## config.mk

```make
export PLATFORM = sky130hd
export DESIGN_NAME = toy_valu_drain
export DESIGN_NICKNAME = d
export VERILOG_FILES = /design/src/rtl/toy_valu_drain_pkg.sv /design/src/rtl/toy_valu_act.sv /design/src/rtl/toy_valu_drain.sv
export SDC_FILE = /design/constraint.sdc
export NUM_CORES = 2
export LEC_CHECK = 0
export ABC_AREA = 1
export CORE_ASPECT_RATIO = 1.5
export CORE_MARGIN = 2
export CORE_UTILIZATION = 40
export CTS_CLUSTER_DIAMETER = 100
export DETAILED_ROUTE_END_ITERATION = 7
export SLEW_MARGIN = 20
export SYNTH_ARGS = -nofsm -noshare
export SYNTH_HDL_FRONTEND = slang
export SYNTH_SLANG_ARGS = --single-unit
```

## constraint.sdc

```tcl
create_clock -name clk -period 3.2 [get_ports clk]
set_input_delay 0.48 -clock clk [delete_from_list [all_inputs] [get_ports clk]]
set_output_delay 0.48 -clock clk [all_outputs]
set_load 0.02 [all_outputs]
```

## src/rtl/toy_valu_drain_pkg.sv

```systemverilog
// Shared types for the vector ALU drain path: activation modes and drain FSM states.
package toy_vpack;

  localparam int SHAMT_W = 5;
  localparam int MODE_W  = 2;

  typedef enum logic [MODE_W-1:0] {
    BYPASS = 2'd0,
    RELU   = 2'd1,
    LEAKY  = 2'd2,
    CLAMP  = 2'd3
  } act_mode_e;

  typedef enum logic [1:0] {
    IDLE  = 2'd0,
    DRAIN = 2'd1,
    FLUSH = 2'd2,
    DONE  = 2'd3
  } valu_drain_state_e;

endpackage

```

## src/rtl/toy_valu_act.sv

```systemverilog
// Single-lane combinational activation: bypass, ReLU, leaky ReLU (arithmetic shift), clamped ReLU.
module toy_valu_act
  import toy_vpack::*;
#(
  parameter int ELEM_W = 32
) (
  input  logic signed [ELEM_W-1:0]  x,
  input  act_mode_e                 mode,
  input  logic        [SHAMT_W-1:0] shamt,
  input  logic signed [ELEM_W-1:0]  clamp,
  output logic signed [ELEM_W-1:0]  y
);

  logic signed [ELEM_W-1:0] relu_s;
  logic signed [ELEM_W-1:0] leaky_s;
  logic                     shamt_big_s;

  // Shifting a negative value by ELEM_W or more saturates to -1.
  always_comb begin
    shamt_big_s = ({{(32-SHAMT_W){1'b0}}, shamt} >= 32'(ELEM_W));
    relu_s      = x[ELEM_W-1] ? {ELEM_W{1'b0}} : x;
    if (!x[ELEM_W-1]) begin
      leaky_s = x;
    end else if (shamt_big_s) begin
      leaky_s = {ELEM_W{1'b1}};
    end else begin
      leaky_s = x >>> shamt;
    end
  end

  always_comb begin
    y = x;
    case (mode)
      BYPASS: y = x;
      RELU:   y = relu_s;
      LEAKY:  y = leaky_s;
      CLAMP: begin
        if (clamp[ELEM_W-1]) begin
          y = {ELEM_W{1'b0}};
        end else if (relu_s > clamp) begin
          y = clamp;
        end else begin
          y = relu_s;
        end
      end
      default: y = x;
    endcase
  end

endmodule

```

## src/rtl/toy_valu_drain.sv

```systemverilog
// Drains result rows from the systolic array, activates them lane-wise and writes
// consecutive vector registers through a two-stage pipeline that honours write backpressure.
module toy_valu_drain
  import toy_vpack::*;
#(
  parameter int LANES   = 8,
  parameter int ELEM_W  = 32,
  parameter int ROWS    = 8,
  parameter int V_IDX_W = 5
) (
  input  logic                            clk,
  input  logic                            rst,
  input  logic                            op_valid,
  output logic                            op_ready,
  input  logic [MODE_W-1:0]               op_mode,
  input  logic [SHAMT_W-1:0]              op_shamt,
  input  logic [ELEM_W-1:0]               op_clamp,
  input  logic [$clog2(ROWS+1)-1:0]       op_rows,
  input  logic [V_IDX_W-1:0]              op_rd,
  input  logic [LANES*ELEM_W-1:0]         sa_din,
  output logic                            sa_shift_en,
  output logic                            reg_wr_en,
  input  logic                            reg_wr_ready,
  output logic [V_IDX_W-1:0]              reg_index,
  output logic [LANES*ELEM_W-1:0]         reg_data,
  output logic                            done
);

  localparam int ROW_W = $clog2(ROWS+1);
  localparam int DW    = LANES*ELEM_W;

  valu_drain_state_e state_r;
  valu_drain_state_e state_nx_s;

  logic [ROW_W-1:0]   rows_left_r;
  logic [ROW_W-1:0]   rows_clip_s;
  act_mode_e          mode_r;
  logic [SHAMT_W-1:0] shamt_r;
  logic [ELEM_W-1:0]  clamp_r;
  logic [V_IDX_W-1:0] next_idx_r;

  logic               s1_valid_r;
  logic [DW-1:0]      s1_data_r;
  logic [V_IDX_W-1:0] s1_idx_r;
  logic               s2_valid_r;
  logic [DW-1:0]      s2_data_r;
  logic [V_IDX_W-1:0] s2_idx_r;
  logic [DW-1:0]      act_row_s;

  logic op_ready_s;
  logic accept_s;
  logic wr_done_s;
  logic s2_load_s;
  logic s1_adv_s;
  logic shift_s;

  // Handshake and pipeline flow control; rst suppresses every shift and write in its cycle.
  always_comb begin
    op_ready_s  = (state_r == IDLE) && !rst;
    accept_s    = op_valid && op_ready_s;
    rows_clip_s = (op_rows > ROW_W'(ROWS)) ? ROW_W'(ROWS) : op_rows;
    wr_done_s   = s2_valid_r && reg_wr_ready && !rst;
    s2_load_s   = !s2_valid_r || wr_done_s;
    s1_adv_s    = s1_valid_r && s2_load_s;
    shift_s     = !rst && (state_r == DRAIN) && (rows_left_r != {ROW_W{1'b0}})
                  && (!s1_valid_r || s1_adv_s);
  end

  // FLUSH ends on the edge that leaves both stages empty, so done follows without a bubble.
  always_comb begin
    state_nx_s = state_r;
    case (state_r)
      IDLE: begin
        if (accept_s) begin
          state_nx_s = (rows_clip_s == {ROW_W{1'b0}}) ? DONE : DRAIN;
        end else begin
          state_nx_s = IDLE;
        end
      end
      DRAIN: begin
        if (shift_s && (rows_left_r == ROW_W'(1'b1))) begin
          state_nx_s = FLUSH;
        end else begin
          state_nx_s = DRAIN;
        end
      end
      FLUSH: begin
        if (!s1_valid_r && (!s2_valid_r || wr_done_s)) begin
          state_nx_s = DONE;
        end else begin
          state_nx_s = FLUSH;
        end
      end
      DONE:    state_nx_s = IDLE;
      default: state_nx_s = IDLE;
    endcase
  end

  // State register plus the command fields latched on accept.
  always_ff @(posedge clk) begin
    if (rst) begin
      state_r     <= IDLE;
      rows_left_r <= {ROW_W{1'b0}};
      mode_r      <= BYPASS;
      shamt_r     <= {SHAMT_W{1'b0}};
      clamp_r     <= {ELEM_W{1'b0}};
      next_idx_r  <= {V_IDX_W{1'b0}};
    end else begin
      state_r <= state_nx_s;
      if (accept_s) begin
        rows_left_r <= rows_clip_s;
        mode_r      <= act_mode_e'(op_mode);
        shamt_r     <= op_shamt;
        clamp_r     <= op_clamp;
        next_idx_r  <= op_rd;
      end else if (shift_s) begin
        rows_left_r <= rows_left_r - ROW_W'(1'b1);
        next_idx_r  <= next_idx_r + {{(V_IDX_W-1){1'b0}}, 1'b1};
      end
    end
  end

  // Stage 1 captures the head row with its destination; stage 2 holds the activated row for the write.
  always_ff @(posedge clk) begin
    if (rst) begin
      s1_valid_r <= 1'b0;
      s1_data_r  <= {DW{1'b0}};
      s1_idx_r   <= {V_IDX_W{1'b0}};
      s2_valid_r <= 1'b0;
      s2_data_r  <= {DW{1'b0}};
      s2_idx_r   <= {V_IDX_W{1'b0}};
    end else begin
      if (shift_s) begin
        s1_valid_r <= 1'b1;
        s1_data_r  <= sa_din;
        s1_idx_r   <= next_idx_r;
      end else if (s1_adv_s) begin
        s1_valid_r <= 1'b0;
      end
      if (s2_load_s) begin
        s2_valid_r <= s1_valid_r;
        if (s1_valid_r) begin
          s2_data_r <= act_row_s;
          s2_idx_r  <= s1_idx_r;
        end
      end
    end
  end

  for (genvar lane_g = 0; lane_g < LANES; lane_g++) begin : g_lane
    toy_valu_act #(
      .ELEM_W (ELEM_W)
    ) u_act (
      .x     (s1_data_r[lane_g*ELEM_W +: ELEM_W]),
      .mode  (mode_r),
      .shamt (shamt_r),
      .clamp (clamp_r),
      .y     (act_row_s[lane_g*ELEM_W +: ELEM_W])
    );
  end

  assign op_ready    = op_ready_s;
  assign sa_shift_en = shift_s;
  assign reg_wr_en   = s2_valid_r && !rst;
  assign reg_index   = s2_idx_r;
  assign reg_data    = s2_data_r;
  assign done        = (state_r == DONE) && !rst;

endmodule

```

# Word level (Yosys, flattened, before mapping)
# Index checks and enable logic that the tools add are counted.
# totals
register_bits	574
input_bits	308
word_cells	114
# classes
add_sub_neg	2
order_cmp	9
eq_ne	7
shifts	8
n_mux	52
n_reduce_logical	24
# op_table
op	count
$pmux 32 s4	8
$mux 32	24
$gt 32x32->1	8
$sshr 32x5->32	8
$mux 31	8
$logic_and 1x1->1	12
$mux 4	3
$mux 5	2
$eq 2x2->1 const B	4
$pmux 2 s4	1
$mux 2	3
$add 5x1->5 const B	1
$eq 2x1->1 const B	2
$eq 4x1->1 const B	1
$gt 4x4->1 const B	1
$logic_not 2->1	2
$logic_not 4->1	1
$reduce_bool 2->1	2
$reduce_bool 4->1	1
$sub 4x1->4 const B	1
$logic_not 1->1	3
$mux 1	3
$logic_or 1x1->1	2
$reduce_and 2->1	1

# Logic depth before layout (Yosys ltp)
# depth
depth_word	9
ltp_mapped	23
ltp_nobuf	21

# Hierarchy
# From an unflattened synthesis, not the netlist that was laid out.
# hier_totals
cells_unflattened	8967
hier_area_um2	51099.0
# by_module_without_submodules
mod	instances	cells_each	area_per_inst_um2
toy_valu_drain	1	2563	19927.9
toy_valu_act (g_lane[0].u_act ...)	3	798	3926.3
toy_valu_act (g_lane[4].u_act ...)	3	801	3849.9
toy_valu_act (g_lane[1].u_act)	1	802	3930.0
toy_valu_act (g_lane[6].u_act)	1	805	3912.5

# Least setup slack after synthesis
# Ideal clock, no wire load.
# synth_path
path_type	register -> register
startpoint	reg s1_data_r[223]
endpoint	reg s2_data_r[201], in the netlist reg_data[201]
setup_ns	0.132
arrival_ns	2.444
required_ns	3.068
path_slack_ns	0.624
stages_incl_launch_ff	19
n_path_buf	3
cell_sequence	dfxtp_1 -> clkbuf_1 -> clkbuf_1 -> nor2_1 -> ha_1 -> nand2_1 -> nor2_1 -> inv_1 -> nor2_1 -> inv_1 -> nor3_2 -> nand2_1 -> nand3_1 -> clkbuf_1 -> nand3_1 -> nand3_1 -> nand2_1 -> nand2_1 -> a21oi_1
# synth_via
elab_chain_len	5
# synth_lines
element	line	rtl
start, declared	toy_valu_drain.sv:43	logic [DW-1:0] s1_data_r;
start signal, assigned	toy_valu_drain.sv:127	s1_data_r <= {DW{1'b0}};
start signal, assigned	toy_valu_drain.sv:135	s1_data_r <= sa_din;
$mux 31	toy_valu_act.sv:21	relu_s = x[ELEM_W-1] ? {ELEM_W{1'b0}} : x;
$gt 32x32->1	toy_valu_act.sv:40	end else if (relu_s > clamp) begin
$mux 32	toy_valu_act.sv:40	
$mux 32	toy_valu_act.sv:38	if (clamp[ELEM_W-1]) begin
$pmux 32 s4 *	toy_valu_act.sv:33	case (mode)
end signal, assigned	toy_valu_drain.sv:130	s2_data_r <= {DW{1'b0}};
end signal, assigned	toy_valu_drain.sv:143	s2_data_r <= act_row_s;
end, declared	toy_valu_drain.sv:46	logic [DW-1:0] s2_data_r;
# Mark *: on every way between the ends. The rest lies on a longest branch, timed or not.
# A chain may end at the register's enable or synchronous reset.

# Worst setup path after layout
# layout_path
startpoint	reg s1_data_r[191]
endpoint	reg s2_data_r[170], in the netlist reg_data[170]
# Same word-level chain as after synthesis.

==> metrics.md <==
| Metric | Value |
|---|---|
| FP Rows | 158 |
| Setup TNS | 0 ps |
| Final core occ | 49.0% |
| Pre-CTS setup slack | 298 ps |
| Clk sinks | 574 |
| HP Class | primary input to flop |
| Adder-cell share of the synthesized area | 6.34% |
| Final worst-path setup slack | 114 ps |
| Tcrit/Tclk final | 96.4% |
| Worst slew margin | 26.8% |
| Post-synthesis mux area share | 0.0202% |
| Hold buffer count at cts | 0 |
| RSZ-0062 raised after global routing | no |
| Die Wd | 291 µm |
| Main combinational cell family by area after synthesis | simple AND/OR/NAND/NOR gates |
| PostCTS Resize Cnt | 0 |
| Syn Nets | 9,301 |
| Io pins | 573 |
| Global-route wire length before repair | 391,000 µm |
| Initial antenna violation count | 17 |
| Fraction of layout cells with a size suffix above 1 | 5.91% |
| Setup CP Type | flop to flop |
| Critical path startpoint category | flop |
| Die Span Y | 435 µm |
| Pwr dens | 436 mW/mm² |
| Setup violations, final | 0 |
| Commonest cells after routing, fill and taps aside | nand2_1, nand3_1, a21oi_1 |
| Netlist Area Pre-Place | 0.0496 mm² |
| Most common cell after layout, fill and taps aside | nand2_1 |
| Largest net degree at the start of global routing | 187 |
| Clock Pin Slew Worst Setup and Hold Paths | 60 ps |
| Final Cell Area | 0.0605 mm² |
| Leakage | 0.0265 µW |
| H-tree levels | 3 |
| Worst Path Arrival | 3610 ps |
| CP Capture Type | flop |
| Status | completed |
| Post-Synth XOR/XNOR Area | 0.0883% |
| Fin. Hold Viols | 0 |
| Antenna violation net count after detailed routing | 0 |
| Worst endpoint required time | 3720 ps |
| Placeable Area | 0.123 mm² |
| Area Growth Syn to Fin | 22.0% |
| Die ar. | 0.127 mm² |
| Worst skew pair latency | 730 ps |
| Area post-placement | 0.0581 mm² |
| Tot GR Track Use | 40.8% |
| Min Hold Slack | 97.5 ps |
| Detailed Routing Iterations Pass 1 | 6 |
| Initial drt markers | 6,294 |
| Setup Fix Bufs, Post-CTS | 0 |
| Fin crit period | 3090 ps |
| Clock Skews | 53.7 ps |
| Num CTS Buffers | 68 |
| Layout fillers | 13,331 |
| Gpl congestion | 1.04 |
| Clock tree buffer depth | 3 |
| Maxcap violations | 0 |
| Syn_area_per_cell | 5.67 µm² |
| Peak VDD IR | 0.437 mV |
| Remaining DRCs | 0 |
| Via density per instance | 5.85 |
| Least-Margin Pin Slew | 1100 ps |
| Root buf cell | clkbuf_16 |
| NumNets Final | 9,595 |
| Library cells used by synthesis | 37 |
| Syn Inst Count | 8,742 |
| CP max FO | 37 |
| Simple-Gate Fraction of Synth Area | 37.2% |
| CTS tree | built |
| FMAX | 324 MHz |
| Final WL | 268,000 µm |
| Yosys warnings | 0 |
| Grt total ovfl | 0 |
| Synth Area in Compound Gates | 21.7% |
| Sequential fraction of the synthesis area | 23.2% |
| Final Slew Violations | 0 |
| Vias | 62,566 |
| WL/cell | 25.1 µm |
| DP Wirelength | 195,000 µm |
| Port Buffers | 572 |
| Yosys reg bits | 574 |
| Initial core utilization | 40.2% |
| Vias in the first global route | 59,545 |
[metrics by stage]
step / total power [µW] / std cells
finish: 26400 / 10691
global route: 27600 / 10691
CTS: 26200 / 10683
detailed placement: 17700 / 10566
global placement: 17600 / 10566
floorplan: 13900 / 8742
[layout make-up]
cell class | count | area [µm²] | share of cell area (%)
Timing Repair Buffer | 906 | 9360 | 15.5
Tap cell | 1600 | 2000 | 3.31
Antenna cell | 8 | 20.0 | 0.0331
Clock buffer | 86 | 1880 | 3.11
Multi-Input combinational cell | 6747 | 32400 | 53.6
Sequential cell | 574 | 11500 | 19.0
Inverter | 739 | 2830 | 4.68
Clock inverter | 31 | 444 | 0.734
[critical path, stage by stage (launching register included)]
cell	delay, ps
dfxtp_1	320
buf_12	170
nor2_1	650
ha_1	280
nand2_1	50
nand2_1	50
nand2_1	50
nand2_1	50
nand2_1	40
nand2_1	60
a21oi_1	70
nand3_2	90
buf_4	360
nand3_1	110
nand3_1	100
nand2_1	240
nand2_1	130
a21oi_1	70
[worst paths after layout]
check / slack (ps) / cells after the start / end / from
setup / recovery: 110 / 17 / reg_data[170] / s1_data_r[191]
hold / removal: 100 / 2 / reg_data[62] / rst
setup reg to reg: 110 / 17 / reg_data[170] / s1_data_r[191]
hold reg to reg: 460 / 2 / s1_idx_r[3] / s1_idx_r[3]
[sequential cells by signal (all words and copies together), names as in the netlist]
| name | count |
|---|---|
| reg_data | 256 |
| s1_data_r | 256 |
| clamp_r | 32 |
| next_idx_r | 5 |
| reg_index | 5 |
| s1_idx_r | 5 |
| shamt_r | 5 |
| rows_left_r | 4 |
| mode_r | 2 |
| state_r | 2 |
| s1_valid_r | 1 |
| s2_valid_r | 1 |
[report_power, final]
| group | internal (µW) | switching, µW | total [µW] |
|---|---|---|---|
| clock network | 4910 | 3660 | 8570 |
| registers | 7350 | 164 | 7520 |
| logic | 3270 | 7030 | 10300 |
[synthesized netlist by cell type]
cell type	number	area, µm²
nand2_1	2539	9530
nand3_1	1425	7130
a21oi_1	1254	6280
inv_1	696	2610
o21ai_0	598	2990
dfxtp_1	574	11500
clkbuf_1	391	1470
nor2_1	364	1370
ha_1	251	3140
buf_2	167	836
o21ai_1	155	776
buf_1	89	334
o211ai_1	42	315
inv_2	36	135
a31oi_1	30	188
buf_4	29	218
nand4_1	12	75.1
a21o_1	10	75.1
or2_2	10	62.6
o21bai_1	9	67.6
nand3_2	8	80.1
nor2_2	8	50.1
clkinv_1	7	26.3
buf_6	6	67.6
nor3_1	6	30.0
nor3_2	5	50.1
o21a_1	4	30.0
xor2_1	4	35.0
nand4_2	3	37.5
nand2_2	2	12.5
or2_1	2	12.5
a211oi_1	1	7.51
a21oi_2	1	8.76
a22oi_1	1	7.51
mux2i_1	1	10.0
nor4_1	1	6.26
xnor2_1	1	8.76
[cells by family (layout without fill, tap and decap cells)]
kind of cell,after synthesis,count (layout)
AOI/OAI and AO/OA,2105,2105
xor gates and xnor gates,5,5
adders and majority gates,251,251
buffers and inverters,1421,1762
DFF,574,574
muxes,1,1
other,0,8
and+or+nand+nor,4385,4385
[metal layers]
metal | track usage (%) | routed length (µm) | up-vias
met1 | 46.3 | 98800 | 28921
met4 | 32.8 | 25100 | 14
met2 | 67.4 | 123000 | 3208
li1 | - | - | 29541
met3 | 6.94 | 20400 | 882
met5 | 0 | 88 | -
Note: power is estimated with default switching activity, not from simulation.
